$ cat src/rtl/dcm_prog_pkg.sv
// Shared definitions for the DCM_CLKGEN M/D reprogramming controller:
// FSM encodings, PROGDATA command codes (LSB first) and error codes.
package dcm_prog_pkg;

  typedef enum logic [3:0] {
    ST_IDLE,
    ST_LOAD_D,
    ST_GAP_D,
    ST_LOAD_M,
    ST_GAP_M,
    ST_GO,
    ST_WAIT_DONE,
    ST_WAIT_LOCK,
    ST_RECOVER
  } state_e;

  localparam logic [1:0] CMD_LOAD_D = 2'b01;
  localparam logic [1:0] CMD_LOAD_M = 2'b11;

  localparam logic [1:0] ERR_NONE      = 2'd0;
  localparam logic [1:0] ERR_ILLEGAL_M = 2'd1;
  localparam logic [1:0] ERR_DONE_TO   = 2'd2;
  localparam logic [1:0] ERR_LOCK_TO   = 2'd3;

  localparam int unsigned GAP_CYCLES = 2;

  // Command bits occupy the low end so they leave the shifter first.
  function automatic logic [9:0] prog_word(input logic [1:0] cmd, input logic [7:0] val);
    return {val, cmd};
  endfunction

endpackage

$ cat src/rtl/dcm_prog_shifter.sv
// 10-bit LSB-first serialiser feeding DCM PROGDATA; last flags the tenth bit.
module dcm_prog_shifter (
  input  logic       clk,
  input  logic       rst_n,
  input  logic       load,
  input  logic       shift,
  input  logic [9:0] load_word,
  output logic       sout,
  output logic       last
);

  logic [9:0] sreg_q, sreg_d;
  logic [3:0] cnt_q, cnt_d;

  always_comb begin
    sreg_d = sreg_q;
    cnt_d  = cnt_q;
    if (load) begin
      sreg_d = load_word;
      cnt_d  = 4'd0;
    end else if (shift) begin
      sreg_d = {1'b0, sreg_q[9:1]};
      cnt_d  = cnt_q + 4'd1;
    end
  end

  always_ff @(posedge clk or negedge rst_n) begin
    if (!rst_n) begin
      sreg_q <= '0;
      cnt_q  <= '0;
    end else begin
      sreg_q <= sreg_d;
      cnt_q  <= cnt_d;
    end
  end

  assign sout = sreg_q[0];
  assign last = (cnt_q == 4'd9);

endmodule

$ cat src/rtl/dcm_prog_ctrl.sv
// DCM_CLKGEN runtime M/D reprogramming controller: serialises LoadD, LoadM and GO,
// waits for PROGDONE and LOCKED, and gates the 25 MHz output enable meanwhile.
module dcm_prog_ctrl
  import dcm_prog_pkg::*;
#(
  parameter int unsigned DONE_TIMEOUT = 4096,
  parameter int unsigned LOCK_TIMEOUT = 65535,
  parameter int unsigned RST_CYCLES   = 8
) (
  input  logic       clk,
  input  logic       rst_n,
  input  logic       cfg_valid,
  output logic       cfg_ready,
  input  logic [7:0] cfg_mul_m1,
  input  logic [7:0] cfg_div_m1,
  input  logic       clk_on_req,
  output logic       clk25m_on,
  output logic       busy,
  output logic       done,
  output logic       err,
  output logic [1:0] err_code,
  output logic       prog_en,
  output logic       prog_data,
  output logic       dcm_rst,
  input  logic       prog_done,
  input  logic       dcm_locked
);

  localparam logic [15:0] DONE_LAST = 16'(DONE_TIMEOUT - 1);
  localparam logic [15:0] LOCK_LAST = 16'(LOCK_TIMEOUT - 1);
  localparam logic [15:0] RST_LAST  = 16'(RST_CYCLES - 1);
  localparam logic [15:0] GAP_LAST  = 16'(GAP_CYCLES - 1);

  state_e      state_q, state_d;
  logic [15:0] cnt_q, cnt_d;
  logic [7:0]  mul_q, mul_d;
  logic [7:0]  div_q, div_d;
  logic [1:0]  err_code_q, err_code_d;
  logic        done_q, done_d;
  logic        err_q, err_d;
  logic        clk_on_q, clk_on_d;
  logic        lock_meta_q, lock_sync_q;

  logic        sh_load, sh_shift, sh_sout, sh_last;
  logic [9:0]  sh_word;

  dcm_prog_shifter u_shifter (
    .clk       (clk),
    .rst_n     (rst_n),
    .load      (sh_load),
    .shift     (sh_shift),
    .load_word (sh_word),
    .sout      (sh_sout),
    .last      (sh_last)
  );

  always_comb begin
    state_d    = state_q;
    cnt_d      = cnt_q;
    mul_d      = mul_q;
    div_d      = div_q;
    err_code_d = err_code_q;
    done_d     = 1'b0;
    err_d      = 1'b0;
    sh_load    = 1'b0;
    sh_shift   = 1'b0;
    sh_word    = prog_word(CMD_LOAD_D, div_q);

    case (state_q)
      ST_IDLE: begin
        if (cfg_valid) begin
          if (cfg_mul_m1 == 8'd0) begin
            err_d      = 1'b1;
            err_code_d = ERR_ILLEGAL_M;
          end else begin
            mul_d      = cfg_mul_m1;
            div_d      = cfg_div_m1;
            err_code_d = ERR_NONE;
            sh_load    = 1'b1;
            sh_word    = prog_word(CMD_LOAD_D, cfg_div_m1);
            state_d    = ST_LOAD_D;
          end
        end
      end
      ST_LOAD_D: begin
        sh_shift = 1'b1;
        if (sh_last) begin
          state_d = ST_GAP_D;
          cnt_d   = '0;
        end
      end
      ST_GAP_D: begin
        if (cnt_q == GAP_LAST) begin
          sh_load = 1'b1;
          sh_word = prog_word(CMD_LOAD_M, mul_q);
          state_d = ST_LOAD_M;
          cnt_d   = '0;
        end else begin
          cnt_d = cnt_q + 16'd1;
        end
      end
      ST_LOAD_M: begin
        sh_shift = 1'b1;
        if (sh_last) begin
          state_d = ST_GAP_M;
          cnt_d   = '0;
        end
      end
      ST_GAP_M: begin
        if (cnt_q == GAP_LAST) begin
          state_d = ST_GO;
          cnt_d   = '0;
        end else begin
          cnt_d = cnt_q + 16'd1;
        end
      end
      ST_GO: begin
        state_d = ST_WAIT_DONE;
        cnt_d   = '0;
      end
      ST_WAIT_DONE: begin
        if (prog_done) begin
          state_d = ST_WAIT_LOCK;
          cnt_d   = '0;
        end else if (cnt_q == DONE_LAST) begin
          state_d    = ST_RECOVER;
          cnt_d      = '0;
          err_code_d = ERR_DONE_TO;
        end else begin
          cnt_d = cnt_q + 16'd1;
        end
      end
      ST_WAIT_LOCK: begin
        if (lock_sync_q) begin
          done_d  = 1'b1;
          state_d = ST_IDLE;
          cnt_d   = '0;
        end else if (cnt_q == LOCK_LAST) begin
          state_d    = ST_RECOVER;
          cnt_d      = '0;
          err_code_d = ERR_LOCK_TO;
        end else begin
          cnt_d = cnt_q + 16'd1;
        end
      end
      ST_RECOVER: begin
        // The DCM comes back at its bitstream defaults; the host must re-request.
        if (cnt_q == RST_LAST) begin
          err_d   = 1'b1;
          state_d = ST_IDLE;
          cnt_d   = '0;
        end else begin
          cnt_d = cnt_q + 16'd1;
        end
      end
      default: state_d = ST_IDLE;
    endcase

    clk_on_d = clk_on_req & lock_sync_q & (state_q == ST_IDLE);
  end

  always_ff @(posedge clk or negedge rst_n) begin
    if (!rst_n) begin
      state_q     <= ST_IDLE;
      cnt_q       <= '0;
      mul_q       <= '0;
      div_q       <= '0;
      err_code_q  <= ERR_NONE;
      done_q      <= 1'b0;
      err_q       <= 1'b0;
      clk_on_q    <= 1'b0;
      lock_meta_q <= 1'b0;
      lock_sync_q <= 1'b0;
    end else begin
      state_q     <= state_d;
      cnt_q       <= cnt_d;
      mul_q       <= mul_d;
      div_q       <= div_d;
      err_code_q  <= err_code_d;
      done_q      <= done_d;
      err_q       <= err_d;
      clk_on_q    <= clk_on_d;
      lock_meta_q <= dcm_locked;
      lock_sync_q <= lock_meta_q;
    end
  end

  assign cfg_ready = (state_q == ST_IDLE);
  assign busy      = (state_q != ST_IDLE);
  assign done      = done_q;
  assign err       = err_q;
  assign err_code  = err_code_q;
  assign clk25m_on = clk_on_q;
  assign dcm_rst   = (state_q == ST_RECOVER);
  assign prog_en   = (state_q == ST_LOAD_D) | (state_q == ST_LOAD_M) | (state_q == ST_GO);
  assign prog_data = ((state_q == ST_LOAD_D) | (state_q == ST_LOAD_M)) & sh_sout;

endmodule

$ cat config.mk
export PLATFORM = sky130hd
export DESIGN_NAME = dcm_prog_ctrl
export DESIGN_NICKNAME = d
export VERILOG_FILES = /design/src/rtl/dcm_prog_pkg.sv /design/src/rtl/dcm_prog_shifter.sv /design/src/rtl/dcm_prog_ctrl.sv
export SDC_FILE = /design/constraint.sdc
export NUM_CORES = 1
export LEC_CHECK = 0
export ABC_CLOCK_PERIOD_IN_PS = 2400
export BUFFER_PORTS_ARGS = -buffer_cell sky130_fd_sc_hd__buf_2
export CAP_MARGIN = 15
export CORE_ASPECT_RATIO = 1.5
export CORE_MARGIN = 2
export CORE_UTILIZATION = 52
export DETAILED_ROUTE_END_ITERATION = 8
export PLACE_DENSITY = 0.83
export SLEW_MARGIN = 40
export SYNTH_ARGS = -nofsm -noshare
export SYNTH_HDL_FRONTEND = slang
export SYNTH_SLANG_ARGS = --single-unit
$ cat constraint.sdc
create_clock -name clk -period 2.4 [get_ports clk]
set_clock_uncertainty 0.2 [all_clocks]
set_input_delay 0.24 -clock clk [delete_from_list [all_inputs] [get_ports clk]]
set_output_delay 0.24 -clock clk [all_outputs]
set_load 0.02 [all_outputs]
==> impl_metrics.json <==
{
  "viasPerCell": 5.785,
  "port_buffers": 31,
  "fin_ws_ps": 10.11,
  "yosys.cell_count.top_type": "nand2_1",
  "nets": 436,
  "endpoint_kind": "flop",
  "die_area_um2": 6021,
  "peakVddDrop_mv": 0.6306,
  "root_buffer": "clkbuf_8",
  "cts_tree": "yes",
  "cap_violations": 0,
  "hold_start": "cfg_valid",
  "wl_per_cell_um": 16.00,
  "switching_share_pct": 40.85,
  "drive_above_1_share_pct": 25.37,
  "cts.sinks": 49,
  "ys_async_sr_fraction_pct": 100.0,
  "grt_max_degree": 50,
  "gp_congestion": 0.9089,
  "dr.pass1.iters": 5,
  "synth_commonest_cells": "nand2_1, dfrtp_1, nor2_1",
  "cts_buffer_depth": 2,
  "outcome": "finished, final reports clean",
  "grt_pass1_vias": 2792,
  "detail_route.iter0.violations": 194,
  "power_frac_comb_pct": 49.2,
  "use_met1_pct": 27.66,
  "reg2reg_depth": 5,
  "intPower_mw": 2.399,
  "ys.flop_type": "dfrtp_1",
  "tightest_slew_ps": 633.2,
  "reg2reg_to": "state_q[0]",
  "core_area_um2": 5165,
  "worstHoldPathCells": 3,
  "met3_usage_pct": 3.357,
  "clockPowerShare_pct": 17.5,
  "grt.met2_usage_pct": 52.34,
  "fin_crit_sh_pct": 99.58,
  "syn-num-nets": 355,
  "postLayoutCoreUtil_pct": 70.28,
  "rsz0062_at_grt": "true",
  "cp-start-kind": "flop",
  "grt-ovfl-total": 0,
  "hold_viol": 0,
  "antenna_found_initial": 0,
  "syn_area_um2": 2810,
  "crit_required_ps": 2400,
  "cp_data_arrival_time_ps": 2390,
  "final-setup-viol-count": 0,
  "die_w_um": 64.03,
  "worstHoldPathType": "in2reg",
  "htree_levels": 2,
  "r2r_setup_slack_ps": 10,
  "start_util_pct": 54.41,
  "yosysTopAreaCellShare_pct": 43.63,
  "antenna_cells": 0,
  "yosys_warnings": 0,
  "timing.rr.start": "cnt_q[12]",
  "area_growth_pct": 29.16,
  "slew_headroom_pct": 57.79,
  "synth.avg_cell_area_um2": 8.568,
  "grtUsageTotal_pct": 26.90,
  "grt_first_pass_wirelength_um": 12610,
  "clk_pin_slew_worst_paths_ps": 100,
  "power_leakage_nw": 1.697,
  "pre_cts_slack_ps": 25.94,
  "synth-seq-cells": 49,
  "drc": 0,
  "synth_top_area_cell": "dfrtp_1",
  "p_sw_mw": 1.656,
  "synth_area_leaders": "dfrtp_1, nand2_1, nand4_1",
  "netlist-cell-type-count": 53,
  "cp_max_fo": 5,
  "dieHeight_um": 94.04,
  "num_vias": 2765,
  "synth_edf_count": 0,
  "p_per_area_nw_per_um2": 1117,
  "dp_hpwl_um": 5234,
  "clkLatencyLatePin_ps": 310,
  "path_class": "reg2reg",
  "rows": 32,
  "min_to": "err",
  "wirelength_um": 7647,
  "p_seq_share_pct": 33.3,
  "yosysSeqAreaShare_pct": 43.63,
  "dp.cells": 449,
  "cts_buffers": 5,
  "hold_ws_ps": 24.90,
  "max_freq_mhz": 418.4,
  "pin_count": 32,
  "drv_slew": 0,
  "syn-instance-count": 328,
  "nFillCells": 385,
  "final_cells": 478,
  "layout_min_cycle_time_ps": 2390,
  "top_usage_layer": "met2",
  "postRouteAntennaNets": 0
}
[per-layer routing]
| layer | vias up | wire (µm) |
|---|---|---|
| met5 | - | 0 |
| li1 | 1317 | - |
| met4 | 0 | 277 |
| met3 | 26 | 305 |
| met2 | 93 | 4281 |
| met1 | 1329 | 2783 |
[what timing repair did]
item | CTS | global route
endpoints found under the setup margin | 0 | 19
gates resized for setup | 0 | 7
endpoints found under the hold margin | 67 | 0
setup buffers | 0 | 1
hold buffers | 19 | 0
[final cells by class]
| class | instances | area [µm²] | area share (%) |
|---|---|---|---|
| sequential | 49 | 1229 | 33.85 |
| multi-input combinational | 250 | 1476 | 40.68 |
| tap | 68 | 85.08 | 2.344 |
| timing repair buffer | 92 | 660.6 | 18.20 |
| clock inverter | 3 | 68.82 | 1.896 |
| clock buffer | 5 | 68.82 | 1.896 |
| inverter | 11 | 41.29 | 1.138 |
[cell usage in the layout, fill, tap and decap left out, drive strengths merged, types with 5 or more instances in the layout]
cell         count
dlygate4sd3     19
nor3             5
nor2b            6
nor2            20
o21ai           13
inv             12
o211ai          11
a21oi           10
nand3           15
ha               5
or4              6
dfrtp           49
nand2           83
buf             73
clkbuf           5
nand4           14
nor4             6
[stage by stage]
step,total power [mW],setup TNS [ps],area [µm²]
finish,4.055,0,3630
global route,4.328,-309.7,3630
CTS,4.018,0,3606
detailed placement,3.273,0,3278
global placement,3.200,0,3278
floorplan,2.593,0,2810
[critical path: stages, from the launching register on]
cell and delay [ps]:
dfrtp_1 430, or4_1 530, or4_4 470, a22oi_4 230
nand3_4 120, mux2_4 310
[flip-flops by register name, summed over array words and instances, names as in the netlist]
| name | count |
|---|---|
| err_code | 2 |
| state_q | 4 |
| lock_sync_q | 1 |
| mul_q | 8 |
| cnt_q | 16 |
| clk25m_on | 1 |
| u_shifter.sreg_q | 10 |
| err | 1 |
| lock_meta_q | 1 |
| done | 1 |
| u_shifter.cnt_q | 4 |
[cells by family (layout without fill, tap and decap cells)]
kind of cell	count (synthesis)	in the layout	synth area share [%]
buffers and inverters	30	111	4.319
xor gates and xnor gates	4	4	1.247
AOI/OAI and AO/OA	58	59	15.36
DFF	49	49	43.63
adders and majority gates	5	5	2.226
muxes	5	5	2.048
and+or+nand+nor	177	177	31.17
[power groups by stage]
stage	clock (mW)	combinational, mW	sequential, mW
final	0.711	1.99	1.35
after global routing	0.744	2.20	1.38
after CTS	0.723	1.96	1.34
after detailed placement	0	1.92	1.35
after global placement	0	1.87	1.33
after floorplan	0	1.36	1.24
[how the worst max path moves through the flow]
stage / startpoint / to / slack [ps] / cells after the start
after floorplan: cnt_q[12] / cnt_q[8] / 60 / 6
after global placement: cnt_q[12] / cnt_q[8] / 60 / 5
after detailed placement: cnt_q[0] / state_q[0] / 30 / 8
after CTS: cnt_q[0] / cnt_q[7] / 3 / 7
after global routing: cnt_q[12] / state_q[0] / -70 / 5
final: cnt_q[12] / state_q[0] / 10 / 5
(Power assumes the default switching activity.)
